**config.mk**
```make
export PLATFORM = sky130hd
export DESIGN_NAME = water_pump_ctrl
export DESIGN_NICKNAME = d
export VERILOG_FILES = /design/src/rtl/water_pump_ctrl.sv
export SDC_FILE = /design/constraint.sdc
export NUM_CORES = 1
export LEC_CHECK = 0
export ABC_AREA = 1
export CAP_MARGIN = 20
export CORE_MARGIN = 5
export CORE_UTILIZATION = 51
export CTS_BUF_LIST = sky130_fd_sc_hd__clkbuf_8
export DETAILED_ROUTE_END_ITERATION = 8
export PLACE_DENSITY = 0.78
export SLEW_MARGIN = 20
export SYNTH_ARGS = -nofsm -noshare
export SYNTH_HDL_FRONTEND = slang
export SYNTH_SLANG_ARGS = --single-unit
```
**constraint.sdc**
```tcl
create_clock -name clk -period 2 [get_ports clk]
set_clock_uncertainty 0.1 [all_clocks]
set_input_delay 0.6 -clock clk [delete_from_list [all_inputs] [get_ports clk]]
set_output_delay 0.6 -clock clk [all_outputs]
set_load 0.02 [all_outputs]
```
**src/rtl/water_pump_ctrl.sv**
```systemverilog
// Tank fill controller: debounces thermometer-coded level probes and drives the pump,
// with dry-run timeout and sensor-error fault handling.
module water_pump_ctrl #(
    parameter int unsigned DEB_CYC = 4,
    parameter int unsigned TIMEOUT = 1000,
    parameter int unsigned LOW_TH  = 2,
    parameter int unsigned HIGH_TH = 8
) (
    input  logic       clk,
    input  logic       rst,
    input  logic       en,
    input  logic [7:0] a,
    input  logic       fault_clr,
    output logic       pump_on,
    output logic       alarm,
    output logic [3:0] level_cnt,
    output logic       lvl_valid,
    output logic       full,
    output logic       half,
    output logic       empty,
    output logic [1:0] state
);

    localparam int unsigned SW = $clog2(DEB_CYC + 1);
    localparam int unsigned TW = $clog2(TIMEOUT + 1);
    localparam logic [SW-1:0] StabMax   = SW'(DEB_CYC);
    localparam logic [SW-1:0] StabLast  = SW'(DEB_CYC - 1);
    localparam logic [TW-1:0] TimerLast = TW'(TIMEOUT - 1);
    localparam logic [3:0]    LowTh     = 4'(LOW_TH);
    localparam logic [3:0]    HighTh    = 4'(HIGH_TH);

    typedef enum logic [1:0] {
        StIdle  = 2'd0,
        StFill  = 2'd1,
        StFault = 2'd2
    } state_e;

    state_e        state_q, state_d;
    logic [7:0]    a_q;
    logic [SW-1:0] stab_q;
    logic [TW-1:0] timer_q;
    logic          sens_err_q;
    logic          accept, valid_acc, err_acc;
    logic          therm_ok;
    logic [3:0]    therm_n;
    logic [8:0]    mask;

    // Accept on the edge where the counter would reach DEB_CYC; saturation prevents re-accepting.
    assign accept    = (a == a_q) && (stab_q == StabLast);
    assign valid_acc = accept && therm_ok;
    assign err_acc   = accept && !therm_ok;

    always_comb begin
        therm_ok = 1'b0;
        therm_n  = '0;
        mask     = '0;
        for (int n = 0; n <= 8; n++) begin
            mask = (9'd1 << n) - 9'd1;
            if ({1'b0, a_q} == mask) begin
                therm_ok = 1'b1;
                therm_n  = 4'(n);
            end
        end
    end

    always_comb begin
        state_d = state_q;
        if (sens_err_q) begin
            state_d = StFault;
        end else if (lvl_valid) begin
            case (state_q)
                StIdle: begin
                    if (en && level_cnt <= LowTh) state_d = StFill;
                end
                StFill: begin
                    if (timer_q == TimerLast)               state_d = StFault;
                    else if (!en || level_cnt >= HighTh)    state_d = StIdle;
                end
                StFault: begin
                    if (fault_clr && !err_acc) state_d = StIdle;
                end
                default: state_d = StIdle;
            endcase
        end
    end

    always_ff @(posedge clk or negedge rst) begin
        if (!rst) begin
            a_q        <= '0;
            stab_q     <= '0;
            level_cnt  <= '0;
            lvl_valid  <= 1'b0;
            sens_err_q <= 1'b0;
        end else begin
            a_q <= a;
            if (a != a_q)             stab_q <= '0;
            else if (stab_q != StabMax) stab_q <= stab_q + 1'b1;
            if (valid_acc) begin
                level_cnt  <= therm_n;
                lvl_valid  <= 1'b1;
                sens_err_q <= 1'b0;
            end else if (err_acc) begin
                sens_err_q <= 1'b1;
            end
        end
    end

    always_ff @(posedge clk or negedge rst) begin
        if (!rst) begin
            state_q <= StIdle;
            pump_on <= 1'b0;
            alarm   <= 1'b0;
            timer_q <= '0;
        end else begin
            state_q <= state_d;
            pump_on <= (state_d == StFill);
            alarm   <= (state_d == StFault);
            // A level drop in FILL is not an increase, so it keeps the timer running.
            if (state_d != StFill || state_q != StFill)         timer_q <= '0;
            else if (valid_acc && therm_n > level_cnt)          timer_q <= '0;
            else                                                timer_q <= timer_q + 1'b1;
        end
    end

    assign state = state_q;
    assign empty = lvl_valid && (level_cnt == 4'd0);
    assign half  = lvl_valid && (level_cnt >= 4'd4);
    assign full  = lvl_valid && (level_cnt == 4'd8);

endmodule

```
==> results <==
- The max-cap violation count is 0.
- The clock passes through at most 2 buffers.
- Among all cell types in the netlist, the one instantiated most often is sky130_fd_sc_hd__nand2_1.
- The flow ran to the end, but the final reports show violations.
- STA classifies the critical path endpoint as a flop.
- The first-pass GRT wire length is 6910 um.
- The count of filler cells inserted in the layout is 237.
- In this run the critical register-to-register path is launched from a_q[1].
- The maximum clock rate is 480 MHz.
- The starting utilization of the core area is 53.2%.
- The final layout contains 317 nets.
- The power density normalized to cell area is 542 mW/mm^2.
- Synthesis produced a netlist with a net count of 252.
- The relative slew slack is 61.3%.
- The clock tree root buffer cell is sky130_fd_sc_hd__clkbuf_8.
- By area the synthesized netlist is led by sky130_fd_sc_hd__dfrtp_1 (43%), sky130_fd_sc_hd__nand2_1 (12%), sky130_fd_sc_hd__inv_1 (8.0%), sky130_fd_sc_hd__nor2_1 (7.1%), sky130_fd_sc_hd__ha_1 (5.6%).
- The biggest area contributor in the post-synthesis netlist is sky130_fd_sc_hd__dfrtp_1.
- The area share of the leading cell type in the synthesized netlist is 43.4%.
- The count of buffers from port buffering is 23.
- The largest voltage drop on the vdd net is 490 uV.
- The post-synthesis instance area is 0.00179 sq mm.
- The die area is 0.00479 sq mm.
- The sum of negative setup slack is -0.298 ns.
- The half-perimeter wire length after detailed placement is 2880 um.
- The number of antenna violations at the first check in global routing is 0.
- The synthesis-to-finish area growth is 45.9%.
- Setup repair after global routing could not meet its margin everywhere.
- The worst register-to-register path has a depth of 11.
- The min-delay analysis places its worst path in the category reg2reg.
- By startpoint and endpoint, the worst setup path is classified as reg2reg.
- The register bit count reported by yosys is 31.
- The final hold violation count came to 0.
- The routed design could run at a clock period as short as 2.08 ns.
- In this run, the number of DRC markers left after iteration 0 of detailed routing was 165.
- After synthesis, the most frequently instantiated cells are sky130_fd_sc_hd__nand2_1 (55), sky130_fd_sc_hd__inv_1 (38), sky130_fd_sc_hd__nor2_1 (34).
- The area taken by multi-input logic gates is 0.00106 sq mm.
- The instance count of the mapped netlist is 232.
- After synthesis, flip-flops and latches occupy 43.4% of the total area.
- For this design the static power due to leakage is 1.25 nW.
- The number of DRC violations after detailed routing is 0.
- The completed layout was analyzed and its total power is 1.42 mW.
- The startpoint type of the worst setup path is a flop.
- The later pin in the worst-skew pair is clocked with a latency of 0.29 ns.
- The vertical die dimension is 69.2 um.
- The count of boundary I/O pins is 24.
- The final reports fail on negative setup slack.
- The number of stages on the worst hold path is 2.
- Row generation in the floorplan step produced 21 rows.
- The maximum level of the CTS H-tree is 2.
- Tracing the worst setup path back leads to its startpoint at a_q[1].
- The number of routed nets with antenna violations is 0.
- The count of clock tree sinks is 31.
- The required time at the worst-slack endpoint is 2.12 ns.
- The overall via count from detail_route is 1742.
- The share of the clock period used by the worst path is 104%.
- The core region is 0.00336 sq mm.
- 0 antenna diodes ended up in the layout.
- The maximum number of pins on one net before global-route repair is 32.
- At the pin with the least slew margin, the transition time is 0.581 ns.
- Counting the buffers created by CTS gives 5.
- The storage element area is 778 sq um.
- Measured along the x axis, the die boundary spans 69.2 um.
- The CTS tree is yes.
- At the end of routability-driven placement, the weighted congestion stood at 0.829.
- The share of post-route cells with drive strength above 1 is 31.2%.
- The global-route total usage across every layer is 17.7%.
- The worst hold path begins at sens_err_q.
- The sum of routed wire length over all layers is 4600 um.
- In the post-route analysis, the smallest setup slack over all paths is -0.0838 ns.
- Of all nets on the critical path, the largest fanout is 5.
- The pre-antenna-repair detailed-routing pass consisted of 4 iterations.
- Counting flops with a built-in enable in the synthesized netlist gives 0.
- The clock-pin transition on the worst setup and hold timing paths is 0.07 ns.
- The via count of the first global-routing pass is 1586.
- The average vias per placed instance is 5.06.
- The post-synthesis async set-or-reset flop share is 100%.
- The total congestion overflow after global routing is 0.
- The number of warnings printed during yosys synthesis is 0.
- The final number of max-transition violations is 0.
- The commonest register cell after synthesis is sky130_fd_sc_hd__dfrtp_1.
- The mean instance size in the synthesized netlist is 7.71 sq um.
- The final count of negative-setup-slack endpoints is 9.
- STA puts the critical path data arrival time at 2.20 ns.
- The distinct cell type count after synthesis is 28.
- The average wire per cell in the routed design is 13.4 um.
-- kinds of logic after synthesis --
| group | synth area share [%] |
|---|---|
| AO/OA/AOI/OAI | 6.85 |
| adder cells (fa/ha/maj) | 5.59 |
| flip-flops | 43.4 |
| buffers and inverters | 8.39 |
| XOR/XNOR | 0.979 |
| AND/OR/NAND/NOR | 34.8 |
-- sequential cells by signal, summed over array words and instances, names as in the netlist --
name and cells:
pump_on 1, alarm 1, state 2, a_q 8, stab_q 3, timer_q 10, lvl_valid 1, sens_err_q 1
level_cnt 4
-- what timing repair did --
action                                 in CTS  in global routing
pin swaps                                   7                  5
buffers inserted                            2                  2
hold buffers                                0                  0
endpoints found under the hold margin       0                  0
setup endpoints to repair                  23                 18
gates cloned                                1                  1
resized for setup                          31                 36
-- cell usage in the layout (no fill, tap or decap), types with 2 or more instances in the layout --
| cell type | count |
|---|---|
| sky130_fd_sc_hd__nand4_4 | 2 |
| sky130_fd_sc_hd__nand3_4 | 2 |
| sky130_fd_sc_hd__xor2_1 | 2 |
| sky130_fd_sc_hd__ha_1 | 5 |
| sky130_fd_sc_hd__ha_4 | 2 |
| sky130_fd_sc_hd__nor2_1 | 30 |
| sky130_fd_sc_hd__nor2_4 | 6 |
| sky130_fd_sc_hd__clkbuf_8 | 6 |
| sky130_fd_sc_hd__a21oi_1 | 7 |
| sky130_fd_sc_hd__nand3_2 | 4 |
| sky130_fd_sc_hd__nor2_2 | 4 |
| sky130_fd_sc_hd__dfrtp_2 | 2 |
| sky130_fd_sc_hd__nor4_4 | 2 |
| sky130_fd_sc_hd__inv_2 | 5 |
| sky130_fd_sc_hd__inv_1 | 35 |
| sky130_fd_sc_hd__clkbuf_2 | 2 |
| sky130_fd_sc_hd__nand2_2 | 9 |
| sky130_fd_sc_hd__nor3_1 | 2 |
| sky130_fd_sc_hd__dfrtp_1 | 29 |
| sky130_fd_sc_hd__nand4_1 | 6 |
| sky130_fd_sc_hd__o21ai_1 | 2 |
| sky130_fd_sc_hd__clkdlybuf4s50_1 | 6 |
| sky130_fd_sc_hd__buf_4 | 32 |
| sky130_fd_sc_hd__o21ai_0 | 5 |
| sky130_fd_sc_hd__nand3_1 | 10 |
| sky130_fd_sc_hd__dlygate4sd2_1 | 14 |
| sky130_fd_sc_hd__nand2_4 | 3 |
| sky130_fd_sc_hd__nand2_1 | 47 |
-- layout make-up --
class                   instances  share of cell area [%]
multi-input cells             163                    40.5
flip-flops and latches         31                    29.8
repair buffers                 56                    17.2
inverters                      40                    5.75
clock buffers                   6                    3.16
well taps                      46                    2.20
clock inverters                 2                    1.34
-- through the flow --
step                util [%]  area, sq um  setup WS, ns  cells  hold WS, ns
finish                  77.6         2610       -0.0838    344        0.456
global route            77.6         2610        -0.233    344        0.471
CTS                     73.2         2460       -0.0342    341        0.456
detailed placement      68.2         2290        -0.382    330        0.438
global placement        68.2         2290        -0.366    330        0.426
floorplan                  -         1790        0.0180    232        0.204
-- layer usage --
layer  vias to the layer above  global-route usage (%)  wire length [um]
met3                        11                    4.78               197
met5                         -                       0                 0
met4                         0                    8.24               127
met1                       820                    20.7              1830
met2                        37                    30.1              2440
li1                        874                       -                 -
-- critical path, cell delays in order (launching register included) --
cell and delay, ns:
sky130_fd_sc_hd__dfrtp_1 0.39, sky130_fd_sc_hd__nand2_2 0.11, sky130_fd_sc_hd__nor2_4 0.15, sky130_fd_sc_hd__inv_2 0.08, sky130_fd_sc_hd__nor4_4 0.17, sky130_fd_sc_hd__nor3_2 0.08, sky130_fd_sc_hd__ha_2 0.33, sky130_fd_sc_hd__nand4_1 0.08
sky130_fd_sc_hd__buf_4 0.17, sky130_fd_sc_hd__nand3_4 0.12, sky130_fd_sc_hd__o221ai_2 0.11, sky130_fd_sc_hd__nor2_2 0.11
-- path summary, 6_finish.rpt --
| kind | to | slack [ns] |
|---|---|---|
| worst max-delay path | timer_q[9] | -0.08 |
| worst min-delay path | sens_err_q | 0.46 |
| worst max register to register | timer_q[9] | -0.08 |
| worst min register to register | sens_err_q | 0.46 |
| max in group asynchronous | a_q[2] | 0.89 |
| min in group asynchronous | timer_q[7] | 0.60 |
-- where the power goes --
group          leakage [nW]  internal, mW  total (mW)  switching [mW]
registers             0.376         0.636       0.645         0.00910
clock network        0.0612         0.403       0.643           0.240
logic                 0.812        0.0560       0.128          0.0722
total                  1.25          1.09        1.42           0.322
Note: power is estimated with default switching activity, not from simulation.
